### config.mk
export PLATFORM = sky130hd
export DESIGN_NAME = pc_fetch_seq_flat
export DESIGN_NICKNAME = d
export VERILOG_FILES = /design/src/rtl/pc_fetch_seq_if.sv /design/src/rtl/pc_fetch_seq.sv /design/src/flat_wrapper.sv
export SDC_FILE = /design/constraint.sdc
export NUM_CORES = 1
export LEC_CHECK = 0
export ABC_AREA = 1
export CORE_MARGIN = 2
export CORE_UTILIZATION = 49
export CTS_CLUSTER_SIZE = 8
export DETAILED_ROUTE_END_ITERATION = 12
export PLACE_DENSITY = 0.86
export SETUP_SLACK_MARGIN = 0.05
export SYNTH_ARGS = -nofsm -noshare
export SYNTH_HDL_FRONTEND = slang
export SYNTH_SLANG_ARGS = --single-unit
export TNS_END_PERCENT = 20
### constraint.sdc
create_clock -name clk -period 2.6 [get_ports clk]
set_input_delay 0.26 -clock clk [delete_from_list [all_inputs] [get_ports clk]]
set_output_delay 0.26 -clock clk [all_outputs]
set_load 0.05 [all_outputs]
### src/rtl/pc_fetch_seq_if.sv
// Instruction-memory request/ack bus between the fetch sequencer and imem.
// The master holds req and addr until ack; ack is a one-cycle pulse with rdata valid.
interface pc_fetch_seq_if;
  logic        req;
  logic [31:0] addr;
  logic        ack;
  logic [31:0] rdata;

  modport master (output req, addr, input ack, rdata);
  modport slave  (input req, addr, output ack, rdata);
endinterface

### src/rtl/pc_fetch_seq.sv
// Fetch sequencer: owns the next-fetch PC and the imem handshake, handles
// redirects, decode stall and squashing of in-flight fetches.
module pc_fetch_seq #(
  parameter logic [31:0] RESET_PC = 32'h0000_3000,
  parameter logic [31:0] EXC_VEC  = 32'h0000_4180
) (
  input  logic                 clk,
  input  logic                 rst_n,
  input  logic                 stall,
  input  logic                 br_taken,
  input  logic [31:0]          br_target,
  input  logic                 jmp,
  input  logic [31:0]          jmp_target,
  input  logic                 exc,
  input  logic                 eret,
  input  logic [31:0]          epc,
  pc_fetch_seq_if.master       imem,
  output logic                 if_valid,
  output logic [31:0]          if_instr,
  output logic [31:0]          if_pc,
  output logic [31:0]          if_pc4,
  output logic [31:0]          if_pc8
);

  typedef enum logic [1:0] {IDLE, REQ, DROP, HOLD} state_t;

  state_t      state_reg, state_next;
  logic [31:0] npc_reg, npc_next;
  logic        req_reg, req_next;
  logic [31:0] addr_reg, addr_next;
  logic [31:0] buf_instr_reg, buf_instr_next;
  logic [31:0] buf_pc_reg, buf_pc_next;
  logic        if_valid_reg, if_valid_next;
  logic [31:0] if_instr_reg, if_instr_next;
  logic [31:0] if_pc_reg, if_pc_next;

  logic        redirect;
  logic [31:0] target_raw;
  logic [31:0] target;
  logic [31:0] sel;
  logic        slot_free;
  logic        launch;

  // Redirect source priority: exc > eret > jmp > branch; targets are word aligned.
  always_comb begin
    redirect = exc | eret | jmp | br_taken;
    if (exc)
      target_raw = EXC_VEC;
    else if (eret)
      target_raw = epc;
    else if (jmp)
      target_raw = jmp_target;
    else
      target_raw = br_target;
  end

  assign target    = target_raw & 32'hFFFF_FFFC;
  assign sel       = redirect ? target : npc_reg;
  assign slot_free = !if_valid_reg || !stall;

  always_comb begin
    state_next     = state_reg;
    npc_next       = npc_reg;
    req_next       = req_reg;
    addr_next      = addr_reg;
    buf_instr_next = buf_instr_reg;
    buf_pc_next    = buf_pc_reg;
    if_instr_next  = if_instr_reg;
    if_pc_next     = if_pc_reg;
    launch         = 1'b0;

    // Decode takes the slot this cycle unless it is refilled below; a redirect squashes it.
    if_valid_next = if_valid_reg && stall && !redirect;

    case (state_reg)
      IDLE: begin
        launch     = 1'b1;
        state_next = REQ;
      end
      REQ: begin
        if (!imem.ack) begin
          if (redirect) begin
            npc_next   = target;
            state_next = DROP;
          end
        end else if (redirect) begin
          launch = 1'b1;
        end else if (slot_free) begin
          if_valid_next = 1'b1;
          if_instr_next = imem.rdata;
          if_pc_next    = addr_reg;
          launch        = 1'b1;
        end else begin
          buf_instr_next = imem.rdata;
          buf_pc_next    = addr_reg;
          req_next       = 1'b0;
          state_next     = HOLD;
        end
      end
      DROP: begin
        if (imem.ack) begin
          launch     = 1'b1;
          state_next = REQ;
        end else if (redirect) begin
          npc_next = target;
        end
      end
      HOLD: begin
        if (redirect) begin
          buf_instr_next = '0;
          buf_pc_next    = '0;
          launch         = 1'b1;
          state_next     = REQ;
        end else if (slot_free) begin
          if_valid_next = 1'b1;
          if_instr_next = buf_instr_reg;
          if_pc_next    = buf_pc_reg;
          launch        = 1'b1;
          state_next    = REQ;
        end
      end
      default: state_next = IDLE;
    endcase

    if (launch) begin
      req_next  = 1'b1;
      addr_next = sel;
      npc_next  = sel + 32'd4;
    end
  end

  always_ff @(posedge clk or negedge rst_n) begin
    if (!rst_n) begin
      state_reg     <= IDLE;
      npc_reg       <= RESET_PC;
      req_reg       <= 1'b0;
      addr_reg      <= RESET_PC;
      buf_instr_reg <= '0;
      buf_pc_reg    <= '0;
      if_valid_reg  <= 1'b0;
      if_instr_reg  <= '0;
      if_pc_reg     <= '0;
    end else begin
      state_reg     <= state_next;
      npc_reg       <= npc_next;
      req_reg       <= req_next;
      addr_reg      <= addr_next;
      buf_instr_reg <= buf_instr_next;
      buf_pc_reg    <= buf_pc_next;
      if_valid_reg  <= if_valid_next;
      if_instr_reg  <= if_instr_next;
      if_pc_reg     <= if_pc_next;
    end
  end

  assign imem.req  = req_reg;
  assign imem.addr = addr_reg;
  assign if_valid  = if_valid_reg;
  assign if_instr  = if_instr_reg;
  assign if_pc     = if_pc_reg;
  assign if_pc4    = if_pc_reg + 32'd4;
  assign if_pc8    = if_pc_reg + 32'd8;

endmodule
### src/flat_wrapper.sv
// flat-port wrapper written by rule: the top's interface ports become plain ports
module pc_fetch_seq_flat 
#(
  parameter logic [31:0] RESET_PC = 32'h0000_3000,
  parameter logic [31:0] EXC_VEC  = 32'h0000_4180
)
  (clk, rst_n, stall, br_taken, br_target, jmp, jmp_target, exc, eret, epc, if_valid, if_instr, if_pc, if_pc4, if_pc8, imem_req, imem_addr, imem_ack, imem_rdata);
  pc_fetch_seq_if imem_i ();
  input  logic clk;
  input  logic rst_n;
  input  logic stall;
  input  logic br_taken;
  input  logic [31:0] br_target;
  input  logic jmp;
  input  logic [31:0] jmp_target;
  input  logic exc;
  input  logic eret;
  input  logic [31:0] epc;
  output logic if_valid;
  output logic [31:0] if_instr;
  output logic [31:0] if_pc;
  output logic [31:0] if_pc4;
  output logic [31:0] if_pc8;
  output wire logic [$bits(imem_i.req)-1:0] imem_req;
  output wire logic [$bits(imem_i.addr)-1:0] imem_addr;
  input wire logic [$bits(imem_i.ack)-1:0] imem_ack;
  input wire logic [$bits(imem_i.rdata)-1:0] imem_rdata;
  assign imem_req = imem_i.req;
  assign imem_addr = imem_i.addr;
  assign imem_i.ack = imem_ack;
  assign imem_i.rdata = imem_rdata;
  pc_fetch_seq #(.RESET_PC(RESET_PC), .EXC_VEC(EXC_VEC)) u_core (.clk(clk), .rst_n(rst_n), .stall(stall), .br_taken(br_taken), .br_target(br_target), .jmp(jmp), .jmp_target(jmp_target), .exc(exc), .eret(eret), .epc(epc), .imem(imem_i), .if_valid(if_valid), .if_instr(if_instr), .if_pc(if_pc), .if_pc4(if_pc4), .if_pc8(if_pc8));
endmodule
==> reports/metrics.sh <==
STATUS='finished with violations'
FAILED_CHECKS='setup timing'
PERIOD_MINUS_SLACK_PS=2680
CRITICAL_PATH.ENDPOINT_TYPE='output pin'
POST-SYNTH-TOP-COUNT-CELL='nand2_1'
WORST_SKEW_LATE_LATENCY_PS=450
SYNTH-SEQ-CELLS=196
TIMING.MAX_CAP.VIOLATIONS=0
DP.FINAL_HPWL_MM=25.74
FINAL.HOLD.WORST_SLACK_PS=355.2
FINAL.SETUP.WORST_SLACK_PS=-80.02
CLOCK_TREE.HTREE_LEVEL_COUNT=4
DRT-TOTAL-WL_MM=35.40
CLK_TRANSITION_REPORTED_PATHS_PS=90
FINAL.PERIOD_UTILIZATION_PCT=103.1
CELLPOWERDENSITY_nW_PER_UM2=1419
SYNTH_SEQUENTIAL_AREA_RATIO_PCT=44.90
DETAIL_ROUTE.ITER0.VIOLATIONS=853
MAXCLOCKFREQUENCY_GHz=0.3731
CRIT_PATH_MAX_INCR_DELAY_PS=390
FIN_AREA_UM2=16340
WL_PER_CELL_UM=16.95
SYN_INST=1454
CRITICAL_PATH.MAX_FANOUT=3
POSTSYNTHAREAPERCELL_UM2=7.521
PLACED_AREA_UM2=15270
NETLIST-CELL-TYPE-COUNT=54
FP.DIEAREA_UM2=23530
DETAIL_ROUTE.FIRST_PASS.ITERATIONS=5
GLOBALROUTEOVERFLOWTOTAL=0
PEAKVDDDROP_uV=831.1
DPL_WORST_SLACK_PS=-212.3
CRIT_SLOWEST_CELL='dfrtp_1'
ROUTED_ANTENNA_NETS=0
TIMING.SLEW.HEADROOM_PCT=41.96
CP.BUFFERS_INVERTERS=2
RSZ0062_AT_GRT='true'
CLKSINKCOUNT=196
SYNTH-ASYNC-RESET-RATIO_PCT=100.0
R2R_CELLS=14
ROUTABILITYCONGESTION=0.9276
FIRST_GLOBAL_VIAS=11000
CTS.PATH.MAX_BUFFERS=2
CRIT-REG2REG-LAUNCH='u_core.state_reg[1]'
CORE-AREA_UM2=21890
FIN_NETS=1939
YOSYSWARNINGS=0
SETUP.WORST_PATH.CLASS='reg -> out'
R2R_END='u_core.npc_reg[31]'
HOLDCRITPATHCLASS='in -> async'
CRITICAL-PATH-TOP-DELAY-FAMILY='simple AND/OR/NAND/NOR gates'
NETLIST_TOP_CELLS_COUNT='441 x nand2_1, 208 x nor2_1, 192 x dfrtp_1'
GROUTE.USAGE.OVERALL_PCT=29.51
DRC=0
CRIT_REQUIRED_PS=2340
DIODE_INSERTION_COUNT_FOR_ANTENNA_REPAIR=0
DIEWIDTH_UM=153.4
SYN-NUM-NETS=1597
ROW_COUNT=54
DIE_H_UM=153.4
FINALSETUPVIOLATIONS=6
NUMBER_OF_ANTENNA_VIOLATIONS_AT_THE_FIRST_CHECK_IN_GLOBAL_ROUTING=0
IO_PINS=298
SYNTH_AREA_LEADER_CELL='dfrtp_1'
SEQUENTIAL_CELL_AREA_UM2=4930
SYNTH-EDFF-COUNT=0
DETAILROUTE.VIA_COUNT=11240
IO_BUFFER_COUNT=291
LAYOUT-DRIVE-GT1-SHARE_PCT=19.73
WORST-R2R-SETUP-SLACK_PS=290
FILLCELLCOUNT=1530
INITIAL_STANDARD_CELL_UTILIZATION_OF_THE_CORE_PCT=49.95
CP_CELL_SEQUENCE='nand2_4 > nor2_4 > nand2_4 > nor4_4 > inv_2 > nor4_4 > nand2_2 > xor2_2 > buf_12'
FINALMAXSLEWVIOLATIONS=0
CLOCK_TREE_FROM_TRITONCTS='built'
YOSYS-TOP-CELLS-AREA='dfrtp_1 44%, nand2_1 15%, nor2_1 7.1%, a21oi_1 4.3%, a31oi_1 4.0%'
TIGHTEST_SLEW_PS=870.6
CTS_BUFFERS=17
CP-START-KIND='register'
SETUP_CLOCK_SKEW_AFTER_LAYOUT_PS=10.55
FIRST_PASS_GRT_WIRE_LENGTH_MM=55.86
AREA_DELTA_SYNTH_FINAL_PCT=49.43
CLOCK-ROOT-BUFFER='clkbuf_16'
MAPPEDNETLISTAREA_UM2=10940
FINALHOLDVIOLCOUNT=0
MULTIINPUTGATEAREA_UM2=5762
WORST-ENDPOINT-ARRIVAL_PS=2420
SYNTH_FLOP_CELL='dfrtp_1'
VIASPERCELL=5.381
GRT_MAX_DEGREE=67
SYNTH_TOP_AREA_SHARE_PCT=43.94
POWER_LEAKAGE_uW=0.007239
metal layers:
metal | track usage (%) | part of all wire, %
met5 | 0 | 0
met4 | 11.31 | 3.4
met3 | 4.820 | 6.0
met2 | 51.32 | 50
met1 | 37.04 | 40
worst register-to-register path, cell delays in order, from the launching register on:
cell and delay (ps):
dfrtp_1 430, inv_1 130, ha_4 220, nand2_1 130, nand2_1 80, nand2_1 110, nand2_1 110, buf_4 150
nand2_1 110, nor2_4 180, nand3_4 120, nor2_8 170, nand3b_1 100, nand3_1 90, nand2_1 70
power by group:
group / internal (µW) / switching, µW / total (µW)
Clock: 1330 / 1400 / 2730
Combinational: 5220 / 9460 / 14700
Sequential: 4560 / 1230 / 5790
per-stage QoR:
stage                     power (µW)  std cells  util (%)  setup TNS, ps
after floorplan                14540       1454         -          -1240
after global placement         19560       2025     69.74          -3840
after detailed placement       19970       2025     69.74          -8342
after CTS                      22980       2076     73.78         -26.22
after global routing           24360       2089     74.65          -2149
final                          23190       2089     74.65         -217.4
logic make-up after synthesis:
logic type	synth area share [%]
adders and majority gates	0.8009
and+or+nand+nor	30.42
xor gates and xnor gates	3.684
buffers and inverters	7.746
DFF	44.90
AOI/OAI and AO/OA	12.45
how the worst max path moves through the flow:
stage / startpoint / end / slack [ps] / cells past startpoint
after global routing: u_core.if_pc[10] / if_pc4[29] / -160 / 10
after floorplan: u_core.if_pc[3] / if_pc8[16] / -160 / 8
final: u_core.if_pc[16] / if_pc4[30] / -80 / 9
after global placement: jmp / u_core.buf_instr_reg[9] / -90 / 10
after detailed placement: jmp / u_core.buf_pc_reg[15] / -210 / 10
after CTS: u_core.if_pc[4] / if_pc4[29] / -30 / 11
final cells by class:
cell class | instances | area share [%]
Timing Repair Buffer | 405 | 26.23
Clock inverter | 15 | 1.225
Sequential cell | 196 | 30.17
Inverter | 100 | 2.374
Tap cell | 280 | 2.144
Multi-Input combinational cell | 1076 | 35.26
Clock buffer | 17 | 2.603
what timing repair did:
item	in CTS	in global routing
endpoints found under the hold margin	63	0
pin swaps	14	13
setup buffers	17	13
hold buffers	1	0
gates cloned	1	0
resized for setup	30	26
endpoints found under the setup margin	74	73
cells in the final DEF, fill, tap and decap left out, types with 4 or more instances in the layout:
master and instances:
o21ai_0 38, dfrtp_1 176, dfrtp_2 16, nor2_4 15, o21ai_1 5, nor2_2 16, clkinv_8 6, o21ai_2 6
nand2_4 5, xor2_2 14, xor2_4 6, nand3_1 54, nand2_2 15, nor4_4 4, nand3_2 4, nand3_4 4
clkbuf_16 17, clkdlybuf4s50_1 235, dfstp_2 4, inv_8 4, nor3_2 7, nor2_1 194, nor3_1 9, inv_2 15
nand4_1 9, buf_12 51, buf_4 111, a21oi_1 90, nand2_1 431, inv_1 79, o211ai_1 13, xor2_1 24
or2_2 5, a31oi_1 70
(Power assumes the default switching activity.)
